==> src/rtl/weight_loader.sv <==
// weight_loader: fetches up to NUM_PE weights from SRAM and strobes them one-hot into the PE weight buffers.
module weight_loader #(
    parameter int DATA_WIDTH = 8,
    parameter int NUM_PE     = 9,
    parameter int ADDR_WIDTH = 12
) (
    input  logic                          clk,
    input  logic                          rst,
    input  logic                          start,
    input  logic [ADDR_WIDTH-1:0]         base_addr,
    input  logic [$clog2(NUM_PE+1)-1:0]   num_wgt,
    input  logic                          hold,
    output logic                          mem_rd_en,
    output logic [ADDR_WIDTH-1:0]         mem_addr,
    input  logic [DATA_WIDTH-1:0]         mem_rd_data,
    output logic [NUM_PE-1:0]             set_wgt,
    output logic [DATA_WIDTH-1:0]         wgt_out,
    output logic                          busy,
    output logic                          done
);
    localparam int CW = $clog2(NUM_PE+1);
    typedef enum logic [1:0] {IDLE, READ, DRAIN, DONE} state_t;
    state_t state, state_nxt;
    logic [CW-1:0] n_q, n_clamp, iss_cnt, ret_cnt;
    logic rd_v, issue, last_out;
    assign n_clamp  = (num_wgt > CW'(NUM_PE)) ? CW'(NUM_PE) : num_wgt;
    assign last_out = set_wgt[n_q - 1'b1];
    // read 0 is issued straight from IDLE so it lands in the cycle after start
    assign issue = (state == IDLE) ? (start && n_clamp != '0)
                                   : (state == READ && iss_cnt < n_q && !hold);

    always_ff @(posedge clk) begin
        if (rst) state <= IDLE;
        else     state <= state_nxt;
    end

    always_comb begin
        state_nxt = state;
        case (state)
            IDLE:    if (start) state_nxt = (n_clamp == '0) ? DONE : READ;
            READ:    if (iss_cnt == n_q) state_nxt = DRAIN;
            DRAIN:   if (last_out) state_nxt = DONE;
            default: state_nxt = IDLE;
        endcase
    end

    always_comb begin
        busy = (state == READ) || (state == DRAIN);
        done = (state == DONE);
    end

    always_ff @(posedge clk) begin
        if (rst) begin
            mem_rd_en <= 1'b0;
            mem_addr  <= '0;
            rd_v      <= 1'b0;
            set_wgt   <= '0;
            wgt_out   <= '0;
            n_q       <= '0;
            iss_cnt   <= '0;
            ret_cnt   <= '0;
        end else begin
            mem_rd_en <= issue;
            rd_v      <= mem_rd_en;
            set_wgt   <= rd_v ? NUM_PE'(1) << ret_cnt : '0;
            if (rd_v) begin
                wgt_out <= mem_rd_data;
                ret_cnt <= ret_cnt + 1'b1;
            end
            if (state == IDLE && start) begin
                n_q     <= n_clamp;
                ret_cnt <= '0;
            end
            if (issue) begin
                mem_addr <= (state == IDLE) ? base_addr : mem_addr + 1'b1;
                iss_cnt  <= (state == IDLE) ? CW'(1) : iss_cnt + 1'b1;
            end
        end
    end
endmodule

==> config.mk <==
export PLATFORM = sky130hd
export DESIGN_NAME = weight_loader
export DESIGN_NICKNAME = d
export VERILOG_FILES = /design/src/rtl/weight_loader.sv
export SDC_FILE = /design/constraint.sdc
export NUM_CORES = 1
export LEC_CHECK = 0
export CELL_PAD_IN_SITES_DETAIL_PLACEMENT = 1
export CELL_PAD_IN_SITES_GLOBAL_PLACEMENT = 1
export CORE_ASPECT_RATIO = 1.1
export CORE_MARGIN = 5
export CORE_UTILIZATION = 38
export DETAILED_ROUTE_END_ITERATION = 8
export PLACE_DENSITY_LB_ADDON = 0.12
export SYNTH_ARGS = -nofsm -noshare
export SYNTH_HDL_FRONTEND = slang
export SYNTH_SLANG_ARGS = --single-unit
==> constraint.sdc <==
create_clock -name clk -period 5.9 [get_ports clk]
set_input_delay 1.475 -clock clk [delete_from_list [all_inputs] [get_ports clk]]
set_output_delay 1.475 -clock clk [all_outputs]
set_load 0.01 [all_outputs]
Word level (Yosys, flattened, before mapping)
Cells that the tools add are included.
Operators by class
  shift-type cells: 1
  add/subtract/negate cells: 4
  equality and inequality tests: 7
  reduce and logical (&&, ||, !) cells: 12
  multiplexer cells: 11
  bitwise logic cells: 1
  $lt $le $gt $ge: 3
Operator list (count)
  $add 12x1->12 const B: 1
  $mux 12: 1
  $shl 1x4->9 const A: 1
  $add 4x1->4 const B: 2
  $mux 2: 4
  $mux 4: 2
  $ne 2x2->1 const B: 3
  $pmux 2 s3: 1
  $lt 4x5->1 const B: 1
  $bmux 1 s4: 1
  $eq 2x2->1 const B: 2
  $eq 4x4->1: 1
  $gt 4x4->1 const B: 1
  $logic_and 1x1->1: 4
  $logic_not 4->1: 1
  $lt 4x4->1: 1
  $reduce_bool 4->1: 1
  $reduce_or 2->1: 2
  $sub 4x1->4 const B: 1
  $reduce_and 3->1: 1
  $eq 2x1->1 const B: 1
  $logic_not 2->1: 1
  $mux 1: 2
  $logic_not 1->1: 1
  other kinds (2): 2
Word-level totals
  flip-flop bits (word level): 45
  output and inout bits: 32

Depth between registers and ports, before layout
Gate-level depths: netlist (run 1).
  depth after elaboration: 6
  mapped depth: 9

Worst setup path after synthesis (run 1)
OpenSTA, ideal clock, no wires.
  path type: input to register
  start point: input port hold
  end point: register mem_addr[7]
  arrival: 2.685 ns
  buffers on the path: 0
  required time: 5.826 ns
  library setup time: 0.074 ns
  stages: 5
  setup slack: 3.140 ns
  cell sequence: or4b_4 > a21oi_4 > nand2_2 > or3_1 > a31oi_1
Between the ends
  longest elaborated chain between the ends: 3
RTL lines
  start: declaration: RTL line 12  | input logic hold,
  $logic_not 1->1: RTL line 30  | : (state == READ && iss_cnt < n_q && !hold);
  $logic_and 1x1->1: RTL line 30
  $mux 1: RTL line 29  | assign issue = (state == IDLE) ? (start && n_clamp != '0)
  end signal: assignment: RTL line 75  | mem_addr <= (state == IDLE) ? base_addr : mem_addr + 1'b1;
  end: declaration: RTL line 14  | output logic [ADDR_WIDTH-1:0] mem_addr,
Every way passes these cells.
A chain may end at the register's enable or synchronous reset.

Final worst setup path (run 1)
  start point: input port num_wgt[3]
  end point: register mem_addr[11]
Between the ends
  longest elaborated chain between the ends: 5
RTL lines
  start: declaration: RTL line 11  | input logic [$clog2(NUM_PE+1)-1:0] num_wgt,
  $gt 4x4->1: RTL line 26  | assign n_clamp = (num_wgt > CW'(NUM_PE)) ? CW'(NUM_PE) : num_wgt;
  $mux 4 *: RTL line 26
  $reduce_bool 4->1 *: RTL line 29
  $logic_and 1x1->1 *: RTL line 29
  $mux 1 *: RTL line 29
Mark *: on every way between the ends. The rest lies on a longest branch, timed or not.

==> results of run 1 <==
area by class of cell:
class                   count  area (um2)  area share, %
flip-flops and latches     45         901           30.4
repair buffers             60         598           20.2
multi-input cells         183        1240           42.0
clock buffers               7        76.3           2.57
inverters                  11        41.3           1.39
clock inverters             1        7.51          0.253
well taps                  77        96.3           3.25
critical path: stages:
cell and delay [ns]:
clkdlybuf4s50_1 0.48, nor4_1 0.55, nor2_1 0.27, a21oi_2 0.59
nor2_1 0.14, a32o_1 0.25
Yosys cell counts (6+ instances only):
master and count:
mux2i_1 9, and2_1 12, inv_1 11, and3_1 6, a21oi_1 15, nand2_1 17
nor2_1 32, dfxtp_1 45, ha_1 15
metrics by stage:
stage	instance area, um2	setup slack [ns]	utilization, %
finish	2970	2.34	51.7
global route	2970	2.13	51.7
CTS	2970	2.28	51.7
detailed placement	2880	1.98	50.3
global placement	2880	2.18	50.3
floorplan	2240	3.14	-
power breakdown:
| group | leakage [nW] | switching [mW] | internal, mW |
|---|---|---|---|
| clock network | 0.0385 | 0.104 | 0.0839 |
| registers | 0.366 | 0.0549 | 0.347 |
| logic | 0.678 | 0.201 | 0.189 |
| total | 1.08 | 0.360 | 0.620 |
cell families (layout without fill, tap and decap cells):
logic type / Yosys count / after routing / share of synthesized area (%)
XOR/XNOR: 5 / 5 / 1.96
multiplexers: 12 / 12 / 6.55
AO/OA/AOI/OAI: 49 / 49 / 15.4
flip-flops: 45 / 45 / 40.3
adder cells (fa/ha/maj): 15 / 15 / 8.39
buffers and inverters: 21 / 79 / 4.03
AND/OR/NAND/NOR: 102 / 102 / 23.4
metal layers:
metal	track usage, %	part of all wire [%]
met5	0	0
met4	5.04	0.84
met3	5.57	4.4
met2	27.1	49
met1	19.0	46
state kept, by name (all words and copies together) (netlist names), 2 cells and up:
signal / flops
iss_cnt: 4
mem_addr: 12
n_q: 4
ret_cnt: 4
set_wgt: 9
state: 2
wgt_out: 8
how the worst max path moves through the flow:
stage / to / start / slack, ns
floorplan: mem_addr[7]$_SDFFE_PP0P_ / hold / 3.14
global placement: mem_addr[0]$_SDFFE_PP0P_ / num_wgt[3] / 2.18
detailed placement: mem_addr[11]$_SDFFE_PP0P_ / num_wgt[3] / 1.98
CTS: mem_addr[11]$_SDFFE_PP0P_ / num_wgt[3] / 2.28
global route: mem_addr[11]$_SDFFE_PP0P_ / num_wgt[3] / 2.13
finish: mem_addr[11]$_SDFFE_PP0P_ / num_wgt[3] / 2.34
cell usage in the layout (no fill, tap or decap), types with 5 or more instances in the layout:
cell type	instances
clkdlybuf4s50_1	59
dfxtp_1	45
nor2_1	32
nand2_1	17
a21oi_1	15
ha_1	15
and2_1	12
inv_1	11
mux2i_1	9
and3_1	6
o21a_1	5
nand4_1	5
or3_1	5
nand3_1	5
clkbuf_8	5
==> impl_metrics.env, run 1 <==
export IMPL_status="completed"
export IMPL_hp_class="register to register"
export IMPL_slew_viol_final=0
export IMPL_cts_hold_buffers=0
export IMPL_tightestPinTransition_ns=0.716
export IMPL_core_um2=5730
export IMPL_rrSetupSlack_ns=3.11
export IMPL_seq_area_frac_synth_pct=40.3
export IMPL_holdPathEnd="rd_v$_SDFF_PP0_"
export IMPL_finalClockSkew_ns=0.0109
export IMPL_syn2layout_area_growth_pct=32.6
export IMPL_yosysWarnings=0
export IMPL_r2r_end="iss_cnt[3]$_SDFFE_PP0P_"
export IMPL_io_pins=60
export IMPL_dr_pass1_iters=4
export IMPL_finalCritPeriodShare_pct=60.4
export IMPL_synth_edf_count=0
export IMPL_final_hold_viol_count=0
export IMPL_portBuffers=59
export IMPL_cts_num_sinks=45
export IMPL_worstPathMaxFanout=16
export IMPL_track_usage_pct=16.0
export IMPL_setup_violations_final=0
export IMPL_chipHeight_um=90.5
export IMPL_cts_max_level=2
export IMPL_post_cts_buffers=0
export IMPL_maxCapViolations=0
export IMPL_drtIter0Drc=54
export IMPL_vias_per_cell=5.21
export IMPL_syn_area_per_cell_um2=8.98
export IMPL_antenna_cells=0
export IMPL_clock_latency_ns=0.30
export IMPL_end_kind="register"
export IMPL_place_inst=376
export IMPL_grt_max_degree=34
export IMPL_final_cells=384
export IMPL_max_slew_margin_rel_pct=52.2
export IMPL_synth_ff_type="dfxtp_1"
export IMPL_grt_pass1_vias=2048
export IMPL_period_minus_slack_ns=3.56
export IMPL_drt_wl_total_um=5950
export IMPL_synth_top_area_share_pct=40.3
export IMPL_cts_tree="built"
export IMPL_peakVddDrop_v=0.000154
export IMPL_rows=29
export IMPL_start_util_pct=39.0
export IMPL_fp_dieArea_um2=7520
export IMPL_timing_rr_start="state[0]$_SDFFE_PP0P_"
export IMPL_cts_buffers=5
export IMPL_ant_nets=0
export IMPL_layout_drive_gt1_share_pct=5.21
export IMPL_nFillCells=718
export IMPL_rsz0062_at_grt="no"
export IMPL_synthesis_instances=249
export IMPL_clkTransAtPathRegs_ns=0.09
export IMPL_gp_congestion=0.847
export IMPL_grt_pass1_wl_um=9950
export IMPL_dpl_hpwl_um=4540
export IMPL_worstSetupPathType="input port to register"
export IMPL_max_clock_freq_mhz=281
export IMPL_whs_ns=0.494
export IMPL_worst_ep_arrival_time_ns=3.76
export IMPL_pwr_density_cell_nw_per_um2=330
export IMPL_startpoint_type="input port"
export IMPL_power_uw=980
export IMPL_hp_start="mem_rd_en$_SDFF_PP0_"
export IMPL_ys_types=50
export IMPL_cts_resized=0
export IMPL_holdPathStages=1
export IMPL_post_route_drc_count=0
export IMPL_die_w_um=83.1
export IMPL_syn_cell_area_um2=2240
export IMPL_clockRootBuffer="clkbuf_8"
export IMPL_synth_area_top_cells="dfxtp_1 (40%), ha_1 (8.4%), nor2_1 (5.4%)"
export IMPL_cp_required_ns=6.10
export IMPL_synth_top_area_cell="dfxtp_1"
export IMPL_antenna_found_initial=0
export IMPL_vias=2002
export IMPL_async_flop_share_pct=0
export IMPL_syn_nets=292
export IMPL_wl_per_cell_um=15.5
export IMPL_grt_ovfl_total=0
export IMPL_cts_max_path_buffers=2
export IMPL_ys_ff_latch=45
export IMPL_tns_ns=0
export IMPL_p_leak_nw=1.08
export IMPL_r2r_cells=7
export IMPL_fin_nets=349
Note: power is estimated with default switching activity, not from simulation.
==> run 2, diff against run 1 <==
- CORE_UTILIZATION: 38 -> 36
- clock period: 5.9 -> 3.68 ns (I/O delays scaled with it)
==> run 2 against run 1 <==
Final area up 2.0%. Die area up 4.9%. Sequential share of layout area down 0.59 points. Critical path depth up 2. Routed wire length up 0.40%. Critical endpoint is now iss_cnt[3]$_SDFFE_PP0P_. Sequential cell count unchanged. Sequential power up 60%. Final cell count up 1.6%. Register-to-register slack worse by 2.1 ns.
==> impl_metrics.env, run 2 (synthesis gave the netlist of run 1 again) <==
export IMPL_status="completed"
export IMPL_crit_family="buffers and inverters"
export IMPL_final_common_cell="clkdlybuf4s50_1"
export IMPL_seqCellArea_um2=901
export IMPL_hp_class="register to register"
export IMPL_layout_drive_gt1_share_pct=6.77
export IMPL_clock_latency_ns=0.30
export IMPL_seq_power_share_pct=38.6
export IMPL_syn2layout_area_growth_pct=35.3
export IMPL_cts_tree="built"
export IMPL_fp_dieArea_um2=7890
export IMPL_rsz0062_at_grt="no"
export IMPL_portBuffers=59
export IMPL_tightestPinTransition_ns=0.724
export IMPL_antenna_cells=0
export IMPL_grt_max_degree=34
export IMPL_worst_path_largest_cell_delay_ns=0.54
export IMPL_post_cts_buffers=0
export IMPL_worst_slack_ns=0.954
export IMPL_drtIter0Drc=70
export IMPL_grt_ovfl_total=0
export IMPL_vias=2011
export IMPL_cp_required_ns=3.92
export IMPL_worstSetupPathType="input port to register"
export IMPL_worst_ep_arrival_time_ns=2.96
export IMPL_cts_buffers=5
export IMPL_final_hold_viol_count=0
export IMPL_top_register="mem_addr"
export IMPL_critical_path_most_common_cell="buf_4"
export IMPL_setup_violations_final=0
export IMPL_p_leak_nw=1.12
export IMPL_wl_per_cell_um=15.3
export IMPL_final_cell_mix="clkdlybuf4s50_1 (59), dfxtp_1 (45), nor2_1 (32)"
export IMPL_pwr_density_cell_nw_per_um2=553
export IMPL_gp_congestion=0.741
export IMPL_vias_per_cell=5.16
export IMPL_slew_viol_final=0
export IMPL_dpl_hpwl_um=4460
export IMPL_start_util_pct=36.5
export IMPL_cts_max_path_buffers=2
export IMPL_clockRootBuffer="clkbuf_8"
export IMPL_pwr_share_comb_pct=37.9
export IMPL_crit_buf_inv=3
export IMPL_reg_top3="mem_addr (12), set_wgt (9), wgt_out (8)"
export IMPL_track_usage_pct=16.0
export IMPL_slowest_stage="clkdlybuf4s50_1"
export IMPL_max_slew_margin_rel_pct=51.8
export IMPL_drt_wl_total_um=5970
export IMPL_cts_num_sinks=45
export IMPL_cts_resized=0
export IMPL_period_minus_slack_ns=2.73
export IMPL_grt_pass1_wl_um=10200
export IMPL_final_cells=390
export IMPL_tns_ns=0
export IMPL_grt_pass1_vias=2059
export IMPL_nFillCells=705
export IMPL_dp_slack_ns=0.651
export IMPL_power_mw=1.67
export IMPL_finalCritPeriodShare_pct=74.1
export IMPL_power_share_clock_pct=23.5
export IMPL_internal_power_mw=1.08
export IMPL_io_pins=60
export IMPL_ant_nets=0
export IMPL_finalClockSkew_ns=0.00653
export IMPL_whs_ns=0.495
export IMPL_fin_nets=352
export IMPL_chipHeight_um=92.7
export IMPL_die_w_um=85.1
export IMPL_place_inst=382
export IMPL_post_route_drc_count=0
export IMPL_cts_max_level=2
export IMPL_multi_input_area_um2=1240
export IMPL_maxCapViolations=0
export IMPL_end_kind="register"
export IMPL_swShare_pct=35.6
export IMPL_p_sw_uw=595
export IMPL_worstPathMaxFanout=10
export IMPL_rows=30
export IMPL_cts_hold_buffers=0
export IMPL_largest_register_ffs=12
export IMPL_path_cells="clkdlybuf4s50_1 > nor4_1 > buf_4 > nor2_1 > a21oi_2 > buf_4 > or3_1 > a21oi_1"
export IMPL_antenna_found_initial=0
export IMPL_dr_pass1_iters=4
export IMPL_max_clock_freq_mhz=367
export IMPL_core_um2=6120
export IMPL_peakVddDrop_v=0.000193
export IMPL_clkTransAtPathRegs_ns=0.10
export IMPL_startpoint_type="input port"
run 2: cell types whose count changed in the layout (fill, tap and decap cells not counted):
cell / previous run / this run
buf_4: 1 / 4
bufinv_16: 0 / 1
clkbuf_1: 2 / 0
clkinvlp_4: 1 / 0
inv_6: 0 / 2
run 2: area by class of cell:
cell class | count | share of cell area [%]
clock buffers | 5 | 2.28
clock inverters | 3 | 1.57
inverters | 11 | 1.37
multi-input cells | 183 | 41.2
flip-flops and latches | 45 | 29.8
well taps | 80 | 3.31
repair buffers | 63 | 20.5
run 2: path summary, 6_finish.rpt:
kind	startpoint	endpoint	slack (ns)	depth (start not counted)
setup / recovery	num_wgt[3]	iss_cnt[3]$_SDFFE_PP0P_	0.95	8
hold / removal	mem_rd_en$_SDFF_PP0_	rd_v$_SDFF_PP0_	0.49	1
setup reg to reg	state[0]$_SDFFE_PP0P_	mem_addr[11]$_SDFFE_PP0P_	1.00	7
hold reg to reg	mem_rd_en$_SDFF_PP0_	rd_v$_SDFF_PP0_	0.49	1
run 2: stage by stage:
stage	area [um2]	utilization, %
2_1_floorplan	2240	-
3_3_place_gp	2910	47.5
3_5_place_dp	2910	47.5
4_1_cts	3020	49.4
5_1_grt	3020	49.4
6_report	3020	49.4
run 2: power by group through the flow:
| stage | registers [mW] | clock network (mW) | logic, mW |
|---|---|---|---|
| finish | 0.645 | 0.393 | 0.635 |
| global route | 0.662 | 0.428 | 0.701 |
| CTS | 0.646 | 0.409 | 0.643 |
| detailed placement | 0.657 | 0 | 0.639 |
| global placement | 0.655 | 0 | 0.628 |
| floorplan | 0.651 | 0 | 0.388 |
run 2: worst reg2reg max path, cell delays in order (launching register included):
cell     delay, ns
dfxtp_1       0.40
inv_1         0.08
ha_1          0.45
or4b_4        0.65
a21oi_4       0.17
and2_1        0.41
o22ai_1       0.13
a32o_1        0.29
run 2: metal layers:
layer  vias to the layer above  global-route usage (%)  share of wire (%)  wire length (um)
met5                         -                       0                  0                 0
met1                       961                    21.5                 47              2820
met2                        39                    24.9                 47              2820
met4                         0                    4.62                1.3                80
met3                         6                    4.27                4.2               250
li1                       1005                       -                  -                 -
==> run 3, diff against run 2 <==
- clock period: 3.68 -> 2.8 ns (I/O delays scaled with it)
==> run 3 against run 2 <==
Via count rose by 1.2%. Largest power group is now combinational logic. Sequential share of layout area fell by 0.28 points. Final cell count grew 1.5%. Critical path type is now register to output pin. Largest cell class unchanged. Critical endpoint is now busy. Global-route usage is 0.53 points lower.
==> impl_metrics.env, run 3 (synthesis gave the netlist of run 1 again) <==
export IMPL_top_register="mem_addr"
export IMPL_post_route_drc_count=0
export IMPL_hp_class="register to register"
export IMPL_grt_pass1_wl_um=9670
export IMPL_rrSetupSlack_ns=0.57
export IMPL_chipHeight_um=92.7
export IMPL_clock_latency_ns=0.29
export IMPL_end_kind="output pin"
export IMPL_tns_ns=0
export IMPL_die_w_um=85.1
export IMPL_slowest_stage="clkdlybuf4s50_1"
export IMPL_start_util_pct=36.5
export IMPL_tightestPinTransition_ns=0.404
export IMPL_layout_drive_gt1_share_pct=8.23
export IMPL_dp_slack_ns=0.164
export IMPL_drt_wl_total_um=6070
export IMPL_core_um2=6120
export IMPL_gp_congestion=0.770
export IMPL_final_hold_viol_count=0
export IMPL_cp_required_ns=2.10
export IMPL_cts_resized=0
export IMPL_r2r_end="iss_cnt[3]$_SDFFE_PP0P_"
export IMPL_finalClockSkew_ns=0.00368
export IMPL_slew_viol_final=0
export IMPL_dpl_hpwl_um=4670
export IMPL_cts_num_sinks=45
export IMPL_cts_max_path_buffers=2
export IMPL_fin_nets=358
export IMPL_track_usage_pct=15.4
export IMPL_period_minus_slack_ns=2.32
export IMPL_clkTransAtPathRegs_ns=0.09
export IMPL_antenna_found_initial=0
export IMPL_wl_per_cell_um=15.3
export IMPL_worstPathMaxFanout=4
export IMPL_vias=2035
export IMPL_maxCapViolations=0
export IMPL_crit_buf_inv=2
export IMPL_setup_violations_final=0
export IMPL_holdPathStages=1
export IMPL_seqCellArea_um2=901
export IMPL_cts_buffers=5
export IMPL_status="completed"
export IMPL_portBuffers=59
export IMPL_cp_depth=3
export IMPL_cts_hold_buffers=0
export IMPL_max_slew_margin_rel_pct=73.0
export IMPL_drtIter0Drc=67
export IMPL_rows=30
export IMPL_max_clock_freq_mhz=432
export IMPL_dr_pass1_iters=4
export IMPL_cts_max_level=2
export IMPL_worstSetupPathType="register to output pin"
export IMPL_final_common_cell="clkdlybuf4s50_1"
export IMPL_multi_input_area_um2=1240
export IMPL_worst_slack_ns=0.484
export IMPL_nFillCells=712
export IMPL_cts_tree="built"
export IMPL_vias_per_cell=5.14
export IMPL_p_leak_nw=1.13
export IMPL_grt_max_degree=33
export IMPL_holdPathEnd="rd_v$_SDFF_PP0_"
export IMPL_syn2layout_area_growth_pct=36.5
export IMPL_hp_start="mem_rd_en$_SDFF_PP0_"
export IMPL_crit_family="buffers and inverters"
export IMPL_fp_dieArea_um2=7890
export IMPL_peakVddDrop_v=0.000318
export IMPL_startpoint_type="register"
export IMPL_pwr_density_cell_nw_per_um2=702
export IMPL_largest_register_ffs=12
export IMPL_timing_rr_start="state[0]$_SDFFE_PP0P_"
export IMPL_reg_top3="mem_addr (12), set_wgt (9), wgt_out (8)"
export IMPL_post_cts_buffers=0
export IMPL_grt_pass1_vias=1966
export IMPL_clockRootBuffer="clkbuf_8"
export IMPL_io_pins=60
export IMPL_rsz0062_at_grt="no"
export IMPL_path_cells="inv_1 > ha_1 > clkdlybuf4s50_1"
export IMPL_worst_ep_arrival_time_ns=1.62
export IMPL_final_cell_mix="clkdlybuf4s50_1 (59), dfxtp_1 (45), nor2_1 (32)"
export IMPL_worst_path_largest_cell_delay_ns=0.54
export IMPL_ant_nets=0
export IMPL_grt_ovfl_total=0
export IMPL_antenna_cells=0
export IMPL_finalCritPeriodShare_pct=82.7
export IMPL_r2r_cells=8
run 3: cell types whose count changed in the layout (fill, tap and decap cells not counted), sizes merged:
cell | previous run | this run
buf | 4 | 10
inv | 13 | 11
clkbuf | 5 | 6
clkinvlp | 0 | 2
bufinv | 1 | 0
run 3: metal layers:
metal	global-route usage (%)	up-vias	part of all wire [%]
li1	-	1015	-
met1	20.1	979	48
met5	0	-	0
met4	4.75	0	1.2
met3	3.47	6	3.1
met2	25.3	35	48
run 3: worst max path at each step:
stage	from	to	slack, ns
2_1_floorplan	state[0]$_SDFFE_PP0P_	mem_addr[7]$_SDFFE_PP0P_	0.72
3_3_place_gp	hold	iss_cnt[3]$_SDFFE_PP0P_	0.21
3_5_place_dp	hold	iss_cnt[3]$_SDFFE_PP0P_	0.16
4_1_cts	state[0]$_SDFFE_PP0P_	busy	0.46
5_1_grt	n_q[0]$_SDFFE_PP0P_	state[0]$_SDFFE_PP0P_	0.39
6_report	state[0]$_SDFFE_PP0P_	busy	0.48
run 3: final cells by class:
type / count / area share (%)
multi-input combinational: 183 / 40.8
sequential: 45 / 29.5
timing repair buffer: 69 / 22.2
tap: 80 / 3.28
clock buffer: 6 / 2.38
inverter: 11 / 1.35
clock inverter: 2 / 0.492
run 3: stage by stage:
step	cells	hold slack (ns)	area, um2	total power, mW	util, %
floorplan	249	0.452	2240	1.37	-
global placement	388	0.471	2970	1.74	48.5
detailed placement	388	0.482	2970	1.76	48.5
CTS	396	0.495	3050	2.18	49.9
global route	396	0.519	3050	2.30	49.9
finish	396	0.496	3050	2.14	49.9
run 3: where the power goes:
group          switching [mW]  internal (mW)  total (mW)
clock                   0.232          0.176       0.408
sequential              0.105          0.732       0.837
combinational           0.444          0.455       0.899
